<file path="config.mk">
export PLATFORM = sky130hd
export DESIGN_NAME = vga_scan_out_flat
export DESIGN_NICKNAME = d
export VERILOG_FILES = /design/src/rtl/vga_scan_out_if.sv /design/src/rtl/vga_scan_out.sv /design/src/flat_wrapper.sv
export SDC_FILE = /design/constraint.sdc
export NUM_CORES = 1
export LEC_CHECK = 0
export CAP_MARGIN = 20
export CORE_MARGIN = 5
export CORE_UTILIZATION = 45
export CTS_CLUSTER_SIZE = 16
export DETAILED_ROUTE_END_ITERATION = 12
export PLACE_DENSITY = 0.79
export SLEW_MARGIN = 10
export SYNTH_ARGS = -nofsm -noshare
export SYNTH_HDL_FRONTEND = slang
export SYNTH_SLANG_ARGS = --single-unit
</file>
<file path="constraint.sdc">
create_clock -name CLK -period 4.9 [get_ports CLK]
set_input_delay 0.98 -clock CLK [delete_from_list [all_inputs] [get_ports CLK]]
set_output_delay 0.98 -clock CLK [all_outputs]
set_load 0.01 [all_outputs]
</file>
<file path="src/rtl/vga_scan_out_if.sv">
// Framebuffer read port and VGA pin bundle between vga_scan_out and its neighbours.
interface vga_scan_out_if;
    logic [11:0] x;
    logic [11:0] y;
    logic [5:0]  rgb_data;
    logic        vga_h_out;
    logic        vga_v_out;
    logic [11:0] vga_data;
    logic        frame_start;

    modport master (
        output x, y, vga_h_out, vga_v_out, vga_data, frame_start,
        input  rgb_data
    );

    modport slave (
        input  x, y, vga_h_out, vga_v_out, vga_data, frame_start,
        output rgb_data
    );
endinterface

</file>
<file path="src/rtl/vga_scan_out.sv">
// Raster timing generator and RGB222->RGB444 pixel stage for the snake framebuffer.
// Sync and data leave through the same RD_LAT+1 pixel-period pipeline so they stay aligned.
module vga_scan_out #(
    parameter int unsigned H_ACTIVE = 800,
    parameter int unsigned H_FP     = 56,
    parameter int unsigned H_SYNC   = 120,
    parameter int unsigned H_BP     = 64,
    parameter int unsigned V_ACTIVE = 600,
    parameter int unsigned V_FP     = 37,
    parameter int unsigned V_SYNC   = 6,
    parameter int unsigned V_BP     = 23,
    parameter int unsigned HS_POL   = 1,
    parameter int unsigned VS_POL   = 1,
    parameter int unsigned PIX_DIV  = 2,
    parameter int unsigned RD_LAT   = 1
) (
    input  logic           CLK,
    input  logic           RESET,
    vga_scan_out_if.master bus
);
    localparam int unsigned CW      = 12;
    localparam int unsigned H_TOTAL = H_ACTIVE + H_FP + H_SYNC + H_BP;
    localparam int unsigned V_TOTAL = V_ACTIVE + V_FP + V_SYNC + V_BP;
    localparam int unsigned DW      = (PIX_DIV > 1) ? $clog2(PIX_DIV) : 1;
    localparam logic        HS_ON   = 1'(HS_POL);
    localparam logic        VS_ON   = 1'(VS_POL);

    logic [DW-1:0]     div;
    logic              pe;
    logic [CW-1:0]     h;
    logic [CW-1:0]     v;
    logic              h_last;
    logic              v_last;
    logic              act;
    logic              hs;
    logic              vs;
    logic [RD_LAT-1:0] act_sr;
    logic [RD_LAT-1:0] hs_sr;
    logic [RD_LAT-1:0] vs_sr;

    function automatic logic [11:0] expand(input logic [5:0] c);
        return {c[5:4], c[5:4], c[3:2], c[3:2], c[1:0], c[1:0]};
    endfunction

    // Pixel enable: with PIX_DIV=1 div is pinned at 0 and pe is always high.
    assign pe = (div == DW'(PIX_DIV - 1));

    always_ff @(posedge CLK) begin
        if (RESET) begin
            div <= '0;
        end else if (pe) begin
            div <= '0;
        end else begin
            div <= div + DW'(1);
        end
    end

    assign h_last = (h == CW'(H_TOTAL - 1));
    assign v_last = (v == CW'(V_TOTAL - 1));

    // Raster position counters.
    always_ff @(posedge CLK) begin
        if (RESET) begin
            h <= '0;
            v <= '0;
        end else if (pe) begin
            if (h_last) begin
                h <= '0;
                v <= v_last ? '0 : v + CW'(1);
            end else begin
                h <= h + CW'(1);
            end
        end
    end

    // Stage-0 decode straight from the counters.
    assign act = (h < CW'(H_ACTIVE)) && (v < CW'(V_ACTIVE));
    assign hs  = (h >= CW'(H_ACTIVE + H_FP)) && (h < CW'(H_ACTIVE + H_FP + H_SYNC));
    assign vs  = (v >= CW'(V_ACTIVE + V_FP)) && (v < CW'(V_ACTIVE + V_FP + V_SYNC));

    // Read address clamps to 0 in blanking so it never leaves the framebuffer.
    assign bus.x = (h < CW'(H_ACTIVE)) ? h : '0;
    assign bus.y = (v < CW'(V_ACTIVE)) ? v : '0;

    // Delay line matching the framebuffer read latency; newest bit at index 0.
    always_ff @(posedge CLK) begin
        if (RESET) begin
            act_sr <= '0;
            hs_sr  <= '0;
            vs_sr  <= '0;
        end else if (pe) begin
            act_sr <= RD_LAT'({act_sr, act});
            hs_sr  <= RD_LAT'({hs_sr, hs});
            vs_sr  <= RD_LAT'({vs_sr, vs});
        end
    end

    // Pin register; frame_start is a single CLK pulse after the wrap edge.
    always_ff @(posedge CLK) begin
        if (RESET) begin
            bus.vga_data    <= '0;
            bus.vga_h_out   <= ~HS_ON;
            bus.vga_v_out   <= ~VS_ON;
            bus.frame_start <= 1'b0;
        end else begin
            bus.frame_start <= pe && h_last && v_last;
            if (pe) begin
                bus.vga_data  <= act_sr[RD_LAT-1] ? expand(bus.rgb_data) : 12'h000;
                bus.vga_h_out <= hs_sr[RD_LAT-1] ? HS_ON : ~HS_ON;
                bus.vga_v_out <= vs_sr[RD_LAT-1] ? VS_ON : ~VS_ON;
            end
        end
    end
endmodule

</file>
<file path="src/flat_wrapper.sv">
// flat-port wrapper written by rule: the top's interface ports become plain ports
module vga_scan_out_flat 
#(
    parameter int unsigned H_ACTIVE = 800,
    parameter int unsigned H_FP     = 56,
    parameter int unsigned H_SYNC   = 120,
    parameter int unsigned H_BP     = 64,
    parameter int unsigned V_ACTIVE = 600,
    parameter int unsigned V_FP     = 37,
    parameter int unsigned V_SYNC   = 6,
    parameter int unsigned V_BP     = 23,
    parameter int unsigned HS_POL   = 1,
    parameter int unsigned VS_POL   = 1,
    parameter int unsigned PIX_DIV  = 2,
    parameter int unsigned RD_LAT   = 1
)
  (CLK, RESET, bus_x, bus_y, bus_vga_h_out, bus_vga_v_out, bus_vga_data, bus_frame_start, bus_rgb_data);
  vga_scan_out_if bus_i ();
  input  logic CLK;
  input  logic RESET;
  output wire logic [$bits(bus_i.x)-1:0] bus_x;
  output wire logic [$bits(bus_i.y)-1:0] bus_y;
  output wire logic [$bits(bus_i.vga_h_out)-1:0] bus_vga_h_out;
  output wire logic [$bits(bus_i.vga_v_out)-1:0] bus_vga_v_out;
  output wire logic [$bits(bus_i.vga_data)-1:0] bus_vga_data;
  output wire logic [$bits(bus_i.frame_start)-1:0] bus_frame_start;
  input wire logic [$bits(bus_i.rgb_data)-1:0] bus_rgb_data;
  assign bus_x = bus_i.x;
  assign bus_y = bus_i.y;
  assign bus_vga_h_out = bus_i.vga_h_out;
  assign bus_vga_v_out = bus_i.vga_v_out;
  assign bus_vga_data = bus_i.vga_data;
  assign bus_frame_start = bus_i.frame_start;
  assign bus_i.rgb_data = bus_rgb_data;
  vga_scan_out #(.H_ACTIVE(H_ACTIVE), .H_FP(H_FP), .H_SYNC(H_SYNC), .H_BP(H_BP), .V_ACTIVE(V_ACTIVE), .V_FP(V_FP), .V_SYNC(V_SYNC), .V_BP(V_BP), .HS_POL(HS_POL), .VS_POL(VS_POL), .PIX_DIV(PIX_DIV), .RD_LAT(RD_LAT)) u_core (.CLK(CLK), .RESET(RESET), .bus(bus_i));
endmodule
</file>
==> summary.md <==
| Metric | Value |
|---|---|
| Setup total negative slack | `0 ns` |
| Final cycle utilization of the critical path | `75.6%` |
| Dominant register cell in the synthesized netlist | `sky130_fd_sc_hd__dfxtp_1` |
| Register area share after synthesis | `35.7%` |
| Count of maximum capacitance violations | `0` |
| Status | `finished, final reports clean` |
| Final Hold Vio Count | `0` |
| CP Launch Type | `register` |
| Post-synthesis cell type with the largest combined area | `sky130_fd_sc_hd__dfxtp_1` |
| Crit path capture type | `primary output` |
| Initial antenna violation count | `0` |
| Leading cell types by total area after synthesis | `sky130_fd_sc_hd__dfxtp_1 36%, sky130_fd_sc_hd__and2_1 6.9%, sky130_fd_sc_hd__a21oi_1 5.1%, sky130_fd_sc_hd__nor2_1 4.3%, sky130_fd_sc_hd__buf_4 4.0%` |
| Share of layout cells above drive strength 1 | `6.18%` |
| Routed length on met1 | `2110 um` |
| DRT iter0 DRCs | `189` |
| Proportion of synthesized flip-flops having asynchronous set or reset | `0%` |
| First-pass GRT wire length | `7690 um` |
| IO Count | `47` |
| Path type of the worst setup path | `register to primary output` |
| Fin util | `57.5%` |
| Total number of H-tree levels | `2` |
| Synthesized instance count | `248` |
| Number of synthesized flops with an enable pin | `0` |
| Area growth from synthesis to final layout | `22.5%` |
| Highest cell delay on the worst timing path | `0.56 ns` |
| Clock buffer count from CTS | `5` |
| CTS Sinks | `37` |
| Final setup viols | `0` |
| Number of core rows | `24` |
| Top Layer Used | `met4` |
| Leakage Power | `0.919 nW` |
| Met3 WL post-DR | `312 um` |
| Cell at the slowest stage of the critical path | `sky130_fd_sc_hd__a211oi_1` |
| Root buffer cell | `sky130_fd_sc_hd__clkbuf_8` |
| Vertical extent of the die | `77.9 um` |
| Count of pins over their slew limit | `0` |
| Cell chain of the critical path | `a211o_1, a211oi_1, nor2b_1, and2_1, clkdlybuf4s50_1` |
| Largest fanout on the critical path | `12` |
| Total placed instance area | `2420 sq um` |
| Hold WC Path Type | `register to register` |
| Proportion of netlist area held by the largest area contributor | `35.7%` |
| Fin cells | `327` |
| Number of global-route vias before repair | `1606` |
| Final design area excluding fillers | `2540 sq um` |
| Core area | `4410 sq um` |
| All-Layer GR Usage | `15.5%` |
| Clock tree from TritonCTS | `yes` |
| Avg Vias per Cell | `5.50` |
| Post-CTS setup-driven buffer insertion count | `0` |
| Routed Wire Length | `4630 um` |
| Tightest Pin Transition | `0.821 ns` |
| Number of nets with antenna violations after detailed routing | `0` |
| RSZ-0062 raised after global routing | `false` |
| Vias | `1798` |
| Post-route minimum period | `3.71 ns` |
| Cell Area, Synth | `2070 sq um` |
| First-pass iteration count of the detailed router | `4` |
| Largest net degree at the start of global routing | `24` |
| Maximum buffer depth of the clock tree | `2` |
| Setup skew after layout | `0.00755 ns` |
| Resize count post-CTS | `0` |
| Cell type group with the largest total delay on the critical path | `compound AO/OA/AOI/OAI gates` |
| Layout Nets | `286` |
| Upper clock frequency limit | `270 MHz` |
| Worst vdd ir | `0.000161 V` |
| Avg Cell Area, Syn | `8.35 sq um` |
| Antenna cell count | `0` |
| Width of the die | `77.9 um` |
| Port Buf Inserts | `42` |
| Final estimated routing congestion in global placement | `0.862` |
| Detailed-route wire length per cell | `14.2 um` |
| DRC violations left | `0` |
| Number of library cell types mapped by synthesis | `47` |
| Effective utilization at floorplan | `46.9%` |
| Clock latency on the worst-skew pair | `0.29 ns` |
| Power density over the cells | `244 nW/um^2` |
| Worst Path Arrival | `2.73 ns` |
| Post-CTS Hold Buffers | `0` |
| Clock-pin slew of the registers on the worst-case setup and hold paths | `0.07 ns` |
| # placed instances | `319` |
| DR WL met2 | `2140 um` |
| Total power | `619 uW` |
| Worst relative slew slack | `44.9%` |
| Count of state elements after synthesis | `37` |
| Required time at the worst-slack endpoint | `3.92 ns` |
| Number of buffers and inverters on the critical path | `1` |
| Yosys warning total | `0` |
| Overflow after GRT | `0` |
| Die Area | `6060 sq um` |
| HPWL reported at the end of detailed placement | `3270 um` |
[state kept, by name, summed over array words and instances, names as in the netlist]
register and flops:
u_core.hs_sr 1, u_core.bus.vga_data 6, u_core.bus.vga_v_out 1, u_core.v 12, u_core.bus.vga_h_out 1, u_core.h 12
u_core.div 1, u_core.bus.frame_start 1, u_core.act_sr 1, u_core.vs_sr 1
[routing by layer]
metal  vias up  track usage (%)
met3         6             5.44
li1        908                -
met4         0             5.33
met1       836             20.3
met5         -                0
met2        48             23.6
[area by class of cell]
type / count / area, sq um
Timing Repair Buffer: 42 / 420
Multi-Input combinational cell: 184 / 1180
Fill cell: 425 / 1880
Clock buffer: 6 / 82.6
Inverter: 4 / 15.0
Sequential cell: 37 / 741
Tap cell: 52 / 65.1
Clock inverter: 2 / 37.5
[worst paths after layout]
path	startpoint	endpoint	slack (ns)	depth (start not counted)
worst min register to register	u_core.act_sr	u_core.act_sr	0.48	2
worst max-delay path	u_core.v[7]	bus_y[0]	1.19	5
worst min-delay path	u_core.act_sr	u_core.act_sr	0.48	2
worst max register to register	u_core.div	u_core.v[9]	2.65	4
[metrics by stage]
stage	setup WS, ns	hold WS [ns]
detailed placement	1.51	0.469
finish	1.19	0.481
global route	1.04	0.518
CTS	1.19	0.482
floorplan	2.46	0.446
global placement	1.48	0.457
[report_power, final]
group / internal (mW) / total (mW) / switching, mW
Clock: 0.165 / 0.277 / 0.112
Combinational: 0.0173 / 0.0312 / 0.0139
Sequential: 0.304 / 0.311 / 0.00643
Total: 0.487 / 0.619 / 0.132
[cells in the final DEF (no fill, tap or decap), types with 3 or more instances in the layout]
master | Yosys | routed
sky130_fd_sc_hd__nor4b_1 | 3 | 3
sky130_fd_sc_hd__conb_1 | 1 | 4
sky130_fd_sc_hd__nand3_1 | 10 | 10
sky130_fd_sc_hd__nor2_1 | 24 | 24
sky130_fd_sc_hd__o21ai_0 | 6 | 6
sky130_fd_sc_hd__or3_1 | 5 | 5
sky130_fd_sc_hd__and4_1 | 5 | 5
sky130_fd_sc_hd__o31ai_1 | 5 | 5
sky130_fd_sc_hd__nand2b_1 | 5 | 5
sky130_fd_sc_hd__dfxtp_1 | 37 | 37
sky130_fd_sc_hd__nand2_1 | 9 | 9
sky130_fd_sc_hd__inv_1 | 4 | 4
sky130_fd_sc_hd__and2_1 | 23 | 23
sky130_fd_sc_hd__a21oi_1 | 21 | 21
sky130_fd_sc_hd__nand4_1 | 10 | 10
sky130_fd_sc_hd__nor2b_1 | 7 | 7
sky130_fd_sc_hd__xor2_1 | 9 | 9
sky130_fd_sc_hd__or4_1 | 4 | 4
sky130_fd_sc_hd__ha_1 | 4 | 4
sky130_fd_sc_hd__clkdlybuf4s50_1 | 0 | 42
sky130_fd_sc_hd__clkbuf_8 | 0 | 6
[cell usage after synthesis, types with 2 or more instances]
master,count
sky130_fd_sc_hd__a21oi_1,21
sky130_fd_sc_hd__and2_1,23
sky130_fd_sc_hd__and3_1,2
sky130_fd_sc_hd__and4_1,5
sky130_fd_sc_hd__and4b_1,2
sky130_fd_sc_hd__buf_2,3
sky130_fd_sc_hd__buf_4,11
sky130_fd_sc_hd__clkbuf_1,11
sky130_fd_sc_hd__dfxtp_1,37
sky130_fd_sc_hd__ha_1,4
sky130_fd_sc_hd__inv_1,4
sky130_fd_sc_hd__mux2i_1,2
sky130_fd_sc_hd__nand2_1,9
sky130_fd_sc_hd__nand2b_1,5
sky130_fd_sc_hd__nand3_1,10
sky130_fd_sc_hd__nand4_1,10
sky130_fd_sc_hd__nor2_1,24
sky130_fd_sc_hd__nor2b_1,7
sky130_fd_sc_hd__nor3_1,2
sky130_fd_sc_hd__nor4b_1,3
sky130_fd_sc_hd__o211ai_1,2
sky130_fd_sc_hd__o21ai_0,6
sky130_fd_sc_hd__o31ai_1,5
sky130_fd_sc_hd__or3_1,5
sky130_fd_sc_hd__or4_1,4
sky130_fd_sc_hd__xnor2_1,2
sky130_fd_sc_hd__xor2_1,9
[worst min-delay path, delay by kind of cell, from the launching register on]
kind / cells / cell delay [ns]
AND/OR/NAND/NOR: 1 / 0.06
flip-flops: 1 / 0.32
AO/OA/AOI/OAI: 1 / 0.06
[cell families (layout without fill, tap and decap cells)]
logic type               count (synthesis)  in the layout  share of synthesized area (%)
multiplexers                             2              2                          0.966
buffers and inverters                   30             54                           7.97
XOR/XNOR                                11             11                           4.65
flip-flops                              37             37                           35.7
other                                    1              4                          0.181
adder cells (fa/ha/maj)                  4              4                           2.42
AO/OA/AOI/OAI                           39             39                           11.4
AND/OR/NAND/NOR                        124            124                           36.7
No activity file was read; power rests on OpenSTA's default activity.
